--- config.mk ---
export PLATFORM = sky130hd
export DESIGN_NAME = serial_word_rx
export DESIGN_NICKNAME = d
export VERILOG_FILES = /design/src/rtl/serial_word_rx.sv
export SDC_FILE = /design/constraint.sdc
export NUM_CORES = 1
export LEC_CHECK = 0
export ABC_CLOCK_PERIOD_IN_PS = 3800
export CORE_AREA = 2 2 39 41
export DETAILED_ROUTE_END_ITERATION = 6
export DIE_AREA = 0 0 41 43
export HOLD_SLACK_MARGIN = 0.06
export MAX_ROUTING_LAYER = met4
export PLACE_DENSITY = 0.76
export SLEW_MARGIN = 5
export SYNTH_ARGS = -nofsm -noshare
export SYNTH_HDL_FRONTEND = slang
export SYNTH_SLANG_ARGS = --single-unit
--- constraint.sdc ---
create_clock -name CLK -period 3.8 [get_ports CLK]
set_input_delay 0.76 -clock CLK [delete_from_list [all_inputs] [get_ports CLK]]
set_output_delay 0.76 -clock CLK [all_outputs]
set_load 0.1 [all_outputs]
--- src/rtl/serial_word_rx.sv ---
// serial_word_rx: framed serial-to-parallel receiver with a single-word output
// holding register, ready/valid handshake and a sticky overrun flag.
module serial_word_rx #(
    parameter int WIDTH     = 4,
    parameter bit MSB_FIRST = 1
) (
    input  logic                         CLK,
    input  logic                         clr,
    input  logic                         ser_in,
    input  logic                         ser_en,
    input  logic                         frame,
    input  logic                         out_ready,
    input  logic                         err_clr,
    output logic [WIDTH-1:0]             out_data,
    output logic                         out_valid,
    output logic                         busy,
    output logic [$clog2(WIDTH+1)-1:0]   bit_cnt,
    output logic                         overrun
);
    localparam int CW = $clog2(WIDTH+1);

    typedef enum logic {IDLE, SHIFT} state_t;

    state_t            st_q, st_d;
    logic [WIDTH-1:0]  sr_q, sr_d, data_q, data_d, shifted, first;
    logic [CW-1:0]     cnt_q, cnt_d;
    logic              valid_q, valid_d, ovr_q, ovr_d, done;

    always_ff @(posedge CLK or negedge clr) begin
        if (!clr) begin
            st_q    <= IDLE;
            sr_q    <= '0;
            cnt_q   <= '0;
            data_q  <= '0;
            valid_q <= 1'b0;
            ovr_q   <= 1'b0;
        end else begin
            st_q    <= st_d;
            sr_q    <= sr_d;
            cnt_q   <= cnt_d;
            data_q  <= data_d;
            valid_q <= valid_d;
            ovr_q   <= ovr_d;
        end
    end

    always_comb begin
        shifted = MSB_FIRST ? {sr_q[WIDTH-2:0], ser_in} : {ser_in, sr_q[WIDTH-1:1]};
        first   = MSB_FIRST ? WIDTH'(ser_in) : {ser_in, {(WIDTH-1){1'b0}}};
        st_d    = st_q;
        sr_d    = sr_q;
        cnt_d   = cnt_q;
        done    = 1'b0;
        // frame restarts a word from any state, discarding any partial word
        if (ser_en && frame) begin
            st_d  = SHIFT;
            sr_d  = first;
            cnt_d = CW'(1);
        end else if (ser_en && st_q == SHIFT) begin
            sr_d = shifted;
            if (cnt_q == CW'(WIDTH-1)) begin
                done  = 1'b1;
                st_d  = IDLE;
                cnt_d = '0;
            end else begin
                cnt_d = cnt_q + CW'(1);
            end
        end
        data_d  = (done && (!valid_q || out_ready)) ? shifted : data_q;
        valid_d = (done && (!valid_q || out_ready)) ? 1'b1 : (valid_q && out_ready) ? 1'b0 : valid_q;
        ovr_d   = (done && valid_q && !out_ready) || (ovr_q && !err_clr);
    end

    assign out_data  = data_q;
    assign out_valid = valid_q;
    assign busy      = (st_q == SHIFT);
    assign bit_cnt   = cnt_q;
    assign overrun   = ovr_q;
endmodule

# == After elaboration in Yosys (flattened, before gate mapping) ==
# Index checks and enable logic that the tools add are counted.
# word_totals
register_bits,13
output_inout_bits,10
input_bits,7
# classes
n_eq_ne,1
reduce_logical,16
n_addsub,1
n_mux,13
# ops
operator,n
3-bit two-way mux,5
1-bit two-way mux,8
1-bit logical AND,7
2-bit nonzero test,3
3-bit by 1-bit adder with 3-bit output (second input constant),1
3-bit by 2-bit equality test with 1-bit output (second input constant),1
1-bit zero test,3
1-bit logical OR,2
2-bit AND reduction,1

# == Depth between registers and ports, before layout ==
# depth
ltp_word,7
ltp_mapped,4

# == Worst setup path before layout ==
# No wires, ideal clock.
# synth_timing
path_type,reg-to-reg
from,register cnt_q[0] (netlist: bit_cnt[0])
to,register data_q[0] (netlist: out_data[0])
setup_slack_ps,1517
synth_period_minus_slack_ps,2283
t_arrival_ps,2158
path_stages_with_launch,5
path_cell_list,dfrtp_1 -> ha_1 -> or2b_1 -> nor4b_4 -> mux2_2
# synth_between
elab_chain_len,5
# synth_rtl
element,line,source
from (decl),26,"logic [CW-1:0] cnt_q, cnt_d;"
from (signal assigned),40,cnt_q <= cnt_d;
3-bit by 2-bit equality test with 1-bit output,61,if (cnt_q == CW'(WIDTH-1)) begin
1-bit two-way mux,61,
1-bit two-way mux,59,end else if (ser_en && st_q == SHIFT) begin
1-bit two-way mux,55,if (ser_en && frame) begin
1-bit logical AND,69,data_d = (done && (!valid_q || out_ready)) ? shifted : data_q;
to (signal assigned),41,data_q <= data_d;
to (decl),25,"logic [WIDTH-1:0] sr_q, sr_d, data_q, data_d, shifted, first;"
# Every way passes these cells.
# A chain may end at the register's enable or synchronous reset.

# == Worst setup path after layout ==
# layout_timing
from,register st_q (netlist: busy)
to,output port busy
# layout_lines
element,line,source
from (decl),24,"state_t st_q, st_d;"
from (signal assigned),38,st_q <= st_d;
to (decl),16,"output logic busy,"
# No word-level cell between the ends.

==> results.ini <==
[floorplan]
die_x_um = 41
core_area_sq_um = 1380
die_height_um = 43
ios = 17
initial_core_util_pct = 43.5
die-area_sq_um = 1760
fp-row-count = 14

[worst_setup_path]
worst_setup_path_start_kind = flip-flop
cp-end-kind = output port
cp.buffers_inverters = 1
critPathTopFamily = buffers and inverters
cp_max_fo = 11
critical_path_arrival_ns = 2.02
reg2reg_slack_ns = 2.08
critPathKind = reg -> out
cp_slowest_cell = clkdlybuf4s50_1
worstPathRequired_ns = 3.04
cpPeakStageDelay_ns = 1.20
crit_chain = clkdlybuf4s50_1

[timing]
tightestPinTransition_ns = 0.976
whs_ns = 0.516
maxSlewHeadroom_pct = 34.7
hold_violations = 0
fin_skew_ns = 0.00454
slew_viol_final = 0
grt_setup_unrepaired = false
finalCriticalPeriod_ns = 2.78
period_share_pct = 73.2
tns_ns = 0
clock.fmax_mhz = 360
setup_viol = 0

[clocking]
holdBufCountCts = 0
cts-root-buf = clkbuf_4
cts_setup_buffers = 0
cts_tree = built
cts_buffers = 3
insertion_delay_ns = 0.27
cts_resized = 0
path_clk_slew_ns = 0.08
cts_sinks = 13
htree_levels = 1
cts.path.max_buffers = 2

[synthesis]
synth_largest_area_cell = dfrtp_1
synthCells = 52
syn_area_per_cell_sq_um = 11.6
ys_seq_elements = 13
yosys-top-cells-area = dfrtp_1 54%, mux2_2 9.4%, o22ai_1 4.2%, nor4b_4 4.0%, buf_4 3.7%
yosysWarnings = 0
syn_area_sq_um = 602
seq_area_frac_synth_pct = 54.1
synthDominantCellAreaShare_pct = 54.1
synth_cell_types = 19
synth_nets = 60

[final_layout]
postLayoutCoreUtil_pct = 56.8
area_delta_synth_final_pct = 30.6
final_area_sq_um = 786
num_antenna_cells = 0
drive_above_1_share_pct = 17.4
nets = 78

[detailed_routing]
wl_met3_um = 65
drtIter0Drc = 3
dr.pass1.iters = 3
drc = 0
routed.top_layer = met3
drt-total-wl_um = 1040
wl_met2_um = 500
vias_per_cell = 5.14
ant_nets = 0
routed-via-count = 437
drt-met1-wl_um = 472
wl_per_cell_um = 12.2

[global_route]
grt_antenna_before_repair = 0
grt_pass1_wl_um = 1680
grt_pass1_vias = 370
gr-total-overflow = 0
gr-usage-all-layers_pct = 14.6
grt_max_degree = 14

[power_and_ir_drop]
p_leak_nw = 0.347
power_density_nw_per_um2 = 881
max-vdd-ir-drop_v = 0.000463

[status]
status = completed

[place]
place.gp.congestion = 0.802
numPortBuffers = 16
hpwl_um = 749
dpl_cell_area_sq_um = 759

[run]
cap_violations = 0

[min_path]
hold_class = reg -> reg

==> cell usage after synthesis, drive strengths merged <==
cell / number
a21boi: 1
a31oi: 1
nand3: 2
dfrtp: 13
o21a: 2
o22ai: 4
o22a: 1
nand2b: 1
buf: 3
inv: 6
or3: 1
ha: 1
or2b: 1
o21ai: 3
nor4b: 1
nand2: 5
mux2: 5
a21o: 1
==> flip-flops by register name, indices dropped and copies added, names as in the netlist <==
name and cells:
out_data 4, bit_cnt 3, sr_q 3, busy 1
out_valid 1, overrun 1
==> logic make-up after synthesis <==
group / count (synthesis) / synth area share (%)
AND/OR/NAND/NOR: 11 / 12.7
buffers and inverters: 9 / 7.48
AO/OA/AOI/OAI: 13 / 14.3
flip-flops: 13 / 54.1
multiplexers: 5 / 9.35
adder cells (fa/ha/maj): 1 / 2.08
==> worst paths after layout <==
| kind | start | to | cells after the start |
|---|---|---|---|
| worst max-delay path | busy$_DFFE_PN0P_ | busy | 1 |
| worst min-delay path | sr_q[2]$_DFFE_PN0P_ | out_data[3]$_DFFE_PN0P_ | 1 |
| worst max register to register | bit_cnt[0]$_DFFE_PN0P_ | out_data[0]$_DFFE_PN0P_ | 4 |
| worst min register to register | sr_q[2]$_DFFE_PN0P_ | out_data[3]$_DFFE_PN0P_ | 1 |
| max in group asynchronous | clr | out_data[0]$_DFFE_PN0P_ | 1 |
| min in group asynchronous | clr | overrun$_DFF_PN0_ | 1 |
==> worst reg2reg max path, stage by stage, from the launching register on <==
cell	delay, ns
dfrtp_1	0.41
ha_1	0.18
or2b_1	0.29
nor4b_4	0.34
mux2_2	0.38
==> per-layer routing <==
layer	up-vias	track usage, %
li1	215	-
met1	210	22.7
met2	12	18.1
met3	0	3.14
met4	0	6.00
met5	-	-
==> report_power, final <==
group / total [mW] / leakage, nW / internal (mW) / switching (mW)
clock: 0.0851 / 0.0150 / 0.0406 / 0.0445
sequential: 0.211 / 0.166 / 0.177 / 0.0339
combinational: 0.397 / 0.166 / 0.104 / 0.292
==> per-stage QoR <==
stage	total power, mW	setup slack, ns	std cells
final	0.693	1.02	85
after global routing	0.727	0.944	85
after CTS	0.695	1.02	85
after detailed placement	0.612	1.32	81
after global placement	0.608	1.34	81
after floorplan	0.526	1.52	52
==> cells in the final DEF, fill, tap and decap left out, drive strengths merged <==
cell type / Yosys / routed
a21o: 1 / 1
clkdlybuf4s50: 0 / 16
inv: 6 / 6
o22a: 1 / 1
nand2b: 1 / 1
or2b: 1 / 1
or3: 1 / 1
mux2: 5 / 5
ha: 1 / 1
o22ai: 4 / 4
clkbuf: 0 / 4
a31oi: 1 / 1
a21boi: 1 / 1
nand2: 5 / 5
dfrtp: 13 / 13
o21ai: 3 / 3
nor4b: 1 / 1
o21a: 2 / 2
nand3: 2 / 2
==> final cells by class <==
| type | count | area (sq um) |
|---|---|---|
| tap | 16 | 20.0 |
| inverter | 6 | 22.5 |
| multi-input combinational | 30 | 231 |
| fill | 122 | 598 |
| clock buffer | 4 | 26.3 |
| sequential | 13 | 325 |
| timing repair buffer | 16 | 160 |
(Power assumes the default switching activity.)
